**src/rtl/shift_mult_seq_pkg.sv**
```systemverilog
// Shared types and defaults for the serial shift-add multiplier.
// SHIFT_MULT_SIGNED_EN selects two's-complement arithmetic in shift_mult_dp.
package shift_mult_seq_pkg;

    localparam int DEF_A_WIDTH = 16;
    localparam int DEF_B_WIDTH = 8;

    typedef enum logic [1:0] {
        ST_IDLE = 2'd0,
        ST_RUN  = 2'd1,
        ST_DONE = 2'd2
    } state_t;

endpackage

```
**src/rtl/shift_mult_dp.sv**
```systemverilog
// Operand registers, adder and accumulator; one multiplier bit per step.
// SHIFT_MULT_SIGNED_EN: sign-extend and subtract a on the final (MSB) step.
module shift_mult_dp
    import shift_mult_seq_pkg::*;
#(
    parameter int A_WIDTH = DEF_A_WIDTH,
    parameter int B_WIDTH = DEF_B_WIDTH,
    localparam int P_WIDTH = A_WIDTH + B_WIDTH
) (
    input  logic               clk,
    input  logic               rst_n,
    input  logic               load,
    input  logic               step,
    input  logic               clear,
    input  logic               last,
    input  logic [A_WIDTH-1:0] a,
    input  logic [B_WIDTH-1:0] b,
    output logic [P_WIDTH-1:0] acc
);

`ifdef SHIFT_MULT_SIGNED_EN
    localparam bit SIGNED_MODE = 1'b1;
`else
    localparam bit SIGNED_MODE = 1'b0;
`endif

    logic [A_WIDTH-1:0] a_q;
    logic [B_WIDTH-1:0] b_sh;
    logic [P_WIDTH-1:0] acc_q;
    logic [A_WIDTH:0]   hi_ext;
    logic [A_WIDTH:0]   a_ext;
    logic [A_WIDTH:0]   sum;
    logic [P_WIDTH-1:0] acc_nxt;
    logic               sub;

    always_comb begin
        hi_ext = {SIGNED_MODE & acc_q[P_WIDTH-1], acc_q[P_WIDTH-1:B_WIDTH]};
        a_ext  = {SIGNED_MODE & a_q[A_WIDTH-1], a_q};
        sub    = SIGNED_MODE & last;
        sum    = hi_ext;
        if (b_sh[0]) begin
            sum = sub ? (hi_ext - a_ext) : (hi_ext + a_ext);
        end
        // Bit shifted out of sum drops into the low half.
        acc_nxt = {sum, acc_q[B_WIDTH-1:1]};
    end

    always_ff @(posedge clk or negedge rst_n) begin
        if (!rst_n) begin
            a_q   <= '0;
            b_sh  <= '0;
            acc_q <= '0;
        end else if (clear) begin
            acc_q <= '0;
        end else if (load) begin
            a_q   <= a;
            b_sh  <= b;
            acc_q <= '0;
        end else if (step) begin
            b_sh  <= b_sh >> 1;
            acc_q <= acc_nxt;
        end
    end

    assign acc = acc_q;

endmodule

```
**src/rtl/shift_mult_seq.sv**
```systemverilog
// Sequential shift-add multiplier: FSM, step counter and handshakes.
// Arithmetic mode selected by SHIFT_MULT_SIGNED_EN (see shift_mult_dp).
module shift_mult_seq
    import shift_mult_seq_pkg::*;
#(
    parameter int A_WIDTH = DEF_A_WIDTH,
    parameter int B_WIDTH = DEF_B_WIDTH,
    localparam int P_WIDTH = A_WIDTH + B_WIDTH
) (
    input  logic               clk,
    input  logic               rst_n,
    input  logic               abort,
    input  logic               in_valid,
    output logic               in_ready,
    input  logic [A_WIDTH-1:0] a,
    input  logic [B_WIDTH-1:0] b,
    output logic               out_valid,
    input  logic               out_ready,
    output logic [P_WIDTH-1:0] y,
    output logic               busy
);

    localparam int CW = $clog2(B_WIDTH);
    localparam logic [CW-1:0] LAST_CNT = CW'(B_WIDTH - 1);

    state_t             state;
    logic [CW-1:0]      count;
    logic               in_ready_q;
    logic               out_valid_q;
    logic               busy_q;
    logic [P_WIDTH-1:0] y_q;
    logic [P_WIDTH-1:0] acc;
    logic               accept;
    logic               last;

    assign accept = in_valid & in_ready_q & ~abort;
    assign last   = (state == ST_RUN) && (count == LAST_CNT);

    shift_mult_dp #(
        .A_WIDTH(A_WIDTH),
        .B_WIDTH(B_WIDTH)
    ) u_dp (
        .clk  (clk),
        .rst_n(rst_n),
        .load (accept),
        .step ((state == ST_RUN) & ~abort),
        .clear(abort),
        .last (last),
        .a    (a),
        .b    (b),
        .acc  (acc)
    );

    always_ff @(posedge clk or negedge rst_n) begin
        if (!rst_n) begin
            state       <= ST_IDLE;
            count       <= '0;
            in_ready_q  <= 1'b1;
            out_valid_q <= 1'b0;
            busy_q      <= 1'b0;
            y_q         <= '0;
        end else if (abort) begin
            state       <= ST_IDLE;
            count       <= '0;
            in_ready_q  <= 1'b1;
            out_valid_q <= 1'b0;
            busy_q      <= 1'b0;
        end else begin
            unique case (state)
                ST_IDLE: begin
                    if (in_valid) begin
                        state      <= ST_RUN;
                        count      <= '0;
                        in_ready_q <= 1'b0;
                        busy_q     <= 1'b1;
                    end
                end
                ST_RUN: begin
                    if (last) begin
                        state       <= ST_DONE;
                        busy_q      <= 1'b0;
                        out_valid_q <= 1'b1;
                    end else begin
                        count <= count + 1'b1;
                    end
                end
                ST_DONE: begin
                    if (out_ready) begin
                        state       <= ST_IDLE;
                        out_valid_q <= 1'b0;
                        in_ready_q  <= 1'b1;
                        y_q         <= acc;
                    end
                end
                default: state <= ST_IDLE;
            endcase
        end
    end

    // acc is frozen in DONE; y_q keeps the last delivered product afterwards.
    assign y         = (state == ST_DONE) ? acc : y_q;
    assign in_ready  = in_ready_q;
    assign out_valid = out_valid_q;
    assign busy      = busy_q;

endmodule

```
**config.mk**
```make
export PLATFORM = sky130hd
export DESIGN_NAME = shift_mult_seq
export DESIGN_NICKNAME = d
export VERILOG_FILES = /design/src/rtl/shift_mult_seq_pkg.sv /design/src/rtl/shift_mult_dp.sv /design/src/rtl/shift_mult_seq.sv
export SDC_FILE = /design/constraint.sdc
export NUM_CORES = 1
export LEC_CHECK = 0
export CAP_MARGIN = 20
export CORE_UTILIZATION = 37
export DETAILED_ROUTE_END_ITERATION = 8
export PLACE_DENSITY = 0.54
export SYNTH_ARGS = -nofsm -noshare
export SYNTH_HDL_FRONTEND = slang
export SYNTH_SLANG_ARGS = --single-unit
```
**constraint.sdc**
```tcl
create_clock -name clk -period 3.3 [get_ports clk]
set_clock_uncertainty 0.1 [all_clocks]
set_input_delay 0.825 -clock clk [delete_from_list [all_inputs] [get_ports clk]]
set_output_delay 0.825 -clock clk [all_outputs]
set_load 0.02 [all_outputs]
```
==> flow_metrics.tcl <==
set metrics [dict create \
    status "complete, no violations" \
    r2r_slack_ns 0.54 \
    hold_path.class "input pin to asynchronous set/reset pin" \
    worstMarginPinSlew_ns 0.7029 \
    rr_startpoint "u_dp.acc[8]" \
    hpwlAfterDp_um 6487 \
    power_w 0.002619 \
    worst_slew_margin_rel_pct 53.14 \
    antenna_found_initial 0 \
    critPathBufInv 2 \
    finalNetCount 473 \
    setup-violations-final 0 \
    syn_inst 363 \
    cp-start-kind "register" \
    grt_pass1_wl_um 15440 \
    clk_pin_slew_ns 0.07 \
    io_pins 56 \
    numPortBuffers 55 \
    clk_root_buffer_cell "clkbuf_16" \
    cts.repair.resized 0 \
    diodes 0 \
    ys.flop_type "dfrtp_1" \
    ys_ff_latch 80 \
    max_stage_delay_ns 0.54 \
    cts_tree "yes" \
    path_delay_family "buffers and inverters" \
    place.gp.congestion 0.8075 \
    layout_commonest_cell "dfrtp_1" \
    finalHoldViolations 0 \
    drive_above_1_share_pct 23.26 \
    ant_nets 0 \
    grt_start_max_net_pins 46 \
    syn_area_um2 4199 \
    htreeDepth 3 \
    via_count 3016 \
    p_leak_nw 2.450 \
    fin_crit_ns 3.161 \
    critPathArrivalTime_ns 2.24 \
    layout_common_cells "dfrtp_1 (79), mux2_2 (60), clkdlybuf4s50_1 (54)" \
    wl_per_cell_um 16.02 \
    reg2regPathDepth 8 \
    ctsHoldBuffers 0 \
    synthArstFlopShare_pct 100.0 \
    viasPerCell 5.291 \
    initial_core_util_pct 38.40 \
    clk_latency_ns 0.34 \
    die_area_um2 11780 \
    cts.sinks 80 \
    cts_made_buffers 9 \
    crit_required_ns 2.37 \
    setup_tns_ns 0 \
    yosysWarnings 0 \
    synth_nets 411 \
    grt_pass1_vias 2998 \
    cp-end-kind "output pin" \
    fp.dieH_um 108.5 \
    clock_path_buffers 2 \
    first_pass_iters 4 \
    area_growth_pct 25.89 \
    slew_viol_final 0 \
    synth.distinct_cells 49 \
    peakVddDrop_mv 0.3293 \
    fp-row-count 38 \
    routed_wirelength_um 9134 \
    synth_edf_count 0 \
    drt_iter0_drc 165 \
    crit_path_max_fanout 17 \
    cap_violations 0 \
    critPathKind "register to output pin" \
    syn_area_per_cell_um2 11.57 \
    cts_setup_buffers 0 \
    drc_errors 0 \
    track_usage_pct 17.02 \
    grt_overflow_total 0 \
    yosysSeqAreaShare_pct 47.71 \
    finalCritPeriodShare_pct 95.78 \
    die_width_um 108.5 \
    worstReg2RegEnd "u_dp.acc[23]" \
    max_freq_mhz 316.4 \
    final_util_pct 48.34 \
    powerDensity_nw_per_um2 495.4 \
    path_cells "nand2_2 > buf_12 > mux2_2 > clkdlybuf4s50_1" \
    core_area_um2 10940 \
    rsz0062_at_grt "no" \
    cp_slowest_cell "clkdlybuf4s50_1" \
]
cell type report:
type                       count  area (µm²)
clock buffer                   9       225.2
tap                          140       175.2
timing repair buffer          66       655.6
inverter                       4       15.01
multi-input combinational    264        2116
sequential                    80        2003
fill                        1040        5649
clock inverter                 7       96.34
report_power, final:
part	switching, W	internal, W	leakage, nW
combinational	0.000211	0.000200	1.23
clock	0.000410	0.000664	0.159
sequential	0.0000744	0.00106	1.06
routing by layer:
| metal | global-route usage [%] | wire, µm |
|---|---|---|
| met5 | 0 | 0 |
| met4 | 6.274 | 125 |
| met3 | 2.893 | 303 |
| met2 | 24.95 | 4003 |
| met1 | 24.98 | 4701 |
worst reg2reg max path: stages (launching register included):
cell	delay, ns
dfrtp_1	0.44
ha_1	0.27
fa_1	0.42
a21o_1	0.22
a221oi_2	0.43
a211oi_2	0.19
o21ai_2	0.23
o21ai_1	0.10
a32o_1	0.25
cell usage after synthesis, types with 5 or more instances:
library cell	count	area share (%)
ha_1	18	5.4
nand2_1	34	3.0
mux2i_1	13	3.1
a22o_1	9	1.9
xnor2_1	7	1.5
nor2_1	14	1.3
a32oi_1	6	1.3
dfrtp_1	79	47
o21ai_1	6	0.72
o21ai_0	22	2.6
a21oi_1	17	2.0
mux2_2	60	16
clkbuf_1	5	0.45
worst max path at each step:
stage | end | startpoint | slack [ns] | cells past startpoint
floorplan | u_dp.acc[23] | u_dp.acc[8] | 0.89 | 8
global placement | y[6] | state[1] | 0.46 | 4
detailed placement | u_dp.acc[15] | abort | 0.48 | 6
CTS | y[6] | state[1] | 0.11 | 4
global route | y[12] | state[1] | 0.01 | 4
finish | y[12] | state[1] | 0.14 | 4
per-stage QoR:
| stage | instances | cell area (µm²) | hold WS [ns] | setup slack [ns] |
|---|---|---|---|---|
| after detailed placement | 554 | 4965 | 0.3684 | 0.4831 |
| after CTS | 570 | 5286 | 0.3601 | 0.1149 |
| final | 570 | 5286 | 0.3463 | 0.1392 |
| after global routing | 570 | 5286 | 0.3809 | 0.01382 |
| after global placement | 554 | 4965 | 0.3594 | 0.4616 |
| after floorplan | 363 | 4199 | 0.3385 | 0.8903 |
state kept, by name (all words and copies together), names as in the netlist:
register   count
out_valid      1
y_q           24
busy           1
in_ready       1
u_dp.acc      24
u_dp.a_q      16
state          2
count          3
u_dp.b_sh      8
logic make-up after synthesis:
| family | synth area share, % |
|---|---|
| AND/OR/NAND/NOR | 7.330 |
| AO/OA/AOI/OAI | 14.33 |
| multiplexers | 20.26 |
| adder cells (fa/ha/maj) | 5.840 |
| buffers and inverters | 2.235 |
| XOR/XNOR | 2.294 |
| flip-flops | 47.71 |
(Power assumes the default switching activity.)
==> RTL change: new RTL, config.mk and constraints unchanged <==
Add a define of `SHIFT_MULT_SIGNED_EN`.
--- a/src/rtl/shift_mult_dp.sv
+++ b/src/rtl/shift_mult_dp.sv
@@ -1,4 +1,6 @@
 // Operand registers, adder and accumulator; one multiplier bit per step.
 // SHIFT_MULT_SIGNED_EN: sign-extend and subtract a on the final (MSB) step.
+`define SHIFT_MULT_SIGNED_EN
+
 module shift_mult_dp
     import shift_mult_seq_pkg::*;
Formal check against the unedited RTL: not equivalent (Yosys sat finds a counterexample within 10 cycles, from zero or initial values and one cycle with rst_n low).
==> RTL change against the unedited design <==
  * Wire length up 17%
  * Cell area is 13% higher
  * Sequential cell count unchanged
  * Synthesized area rose by 15%
  * Setup slack better by 0.060 ns
  * Non-clock buffer count up 4
  * Highest routed layer unchanged
  * Critical endpoint is now y[15]
Power is not compared: it rests on default switching activity, and its combinational part moved more than twofold at a synthesized area within 25%.
==> RTL change: results (changes against the unedited design) <==
setup_path:
  critPathMaxFanout: 27  # +10
  reg2reg_depth: 14  # +6
  critPathArrivalTime_ns: 2.18  # -0.06 ns
synthesis:
  seq_area_frac_synth: 0.416  # -0.0607
  synth.distinct_cells: 63  # +29%
  synth_fp_nets: 530  # +29%
  synthTopCellsByArea: "dfrtp_1, mux2_2, ha_1"
  yosys_warnings: 0  # unchanged
  yosys-top-cells-count: "dfrtp_1, mux2_2, nor2_1"
route:
  drt_pass1_iterations: 5  # +1
  drt-total-wl_um: 10700  # +17%
  drt_iter0_drc: 164  # -0.61%
  vias: 3705  # +23%
grt:
  grt_antenna_before_repair: 0  # unchanged
  grt_pass1_vias: 3492  # +16%
  grt_usage: 0.170  # +0.000311
  grt_pass1_wl_um: 17700  # +15%
  grt_start_max_net_pins: 81  # +76%
placed_design:
  dp_slack_ns: -0.00945  # -0.493 ns
  postPlaceCellArea_mm2: 0.00557  # +12%
  routabilityCongestion: 0.818  # +1.3%
  place_hpwl_um: 7460  # +15%
finish:
  drive_above_1_share: 0.221  # -0.0114
  nFillCells: 1232  # +18%
  final_nets: 591  # +25%
pwr:
  vdd_ir_drop_max_v: 0.000235
status:
  status: "complete, no violations"
sta:
  relSlewSlack: 0.708  # +0.177
RTL change: cell count changes after synthesis, sizes merged, moves of 7 or more:
| cell | change |
|---|---|
| nand2 | +9 |
| xnor2 | +10 |
| inv | +9 |
| a21oi | +24 |
| nor2 | +32 |
| nor3 | +7 |
RTL change: report_power, final:
part	leakage, nW	switching [mW]	internal [mW]
logic	1.43	0.464	0.405
clock network	0.132	0.436	0.516
registers	1.06	0.0972	1.07
total	2.62	0.998	1.99
RTL change: logic make-up after synthesis:
logic type / share of synthesized area
AOI/OAI and AO/OA: 0.148
xor gates and xnor gates: 0.0401
DFF: 0.416
adders and majority gates: 0.0536
muxes: 0.174
and+or+nand+nor: 0.138
buffers and inverters: 0.0302
RTL change: final timing paths:
check,start,end,slack [ns]
hold / removal,rst_n,u_dp.a_q[4]$_DFFE_PN0P_,0.28
hold reg to reg,y_q[21]$_DFFE_PN0P_,y_q[21]$_DFFE_PN0P_,0.40
min in group clk,y_q[21]$_DFFE_PN0P_,y_q[21]$_DFFE_PN0P_,0.40
max in group asynchronous,rst_n,in_ready$_DFFE_PN1P_,2.18
setup reg to reg,count[0]$_DFFE_PN0P_,u_dp.acc[21]$_DFFE_PN0P_,0.21
setup / recovery,state[0]$_DFFE_PN0P_,y[15],0.20
RTL change: area by class of cell:
type	instances	area [um^2]	area share
Clock buffer	9	225	0.0378
Clock inverter	7	55.1	0.00923
Inverter	12	45.0	0.00755
Multi-Input combinational cell	369	2730	0.458
Sequential cell	80	2000	0.336
Tap cell	172	215	0.0361
Timing Repair Buffer	70	688	0.115
RTL change: routing by layer:
layer	up-vias	routed length, um	track usage
li1	1852	-	-
met1	1773	5410	0.242
met2	66	4710	0.257
met3	14	367	0.0350
met4	0	163	0.0590
met5	-	0	0
RTL change: per-stage QoR:
step | hold WS, ns | instances | total power, mW
detailed placement | 0.390 | 700 | 2.01
global route | 0.292 | 719 | 3.18
CTS | 0.405 | 716 | 2.99
global placement | 0.383 | 700 | 1.99
floorplan | 0.366 | 481 | 1.78
finish | 0.276 | 719 | 2.99
RTL change: repair_timing:
item,in CTS,in global routing
endpoints found under the setup margin,25,6
pin swaps,0,2
gates resized for setup,3,16
gates cloned,0,1
setup buffers,0,1
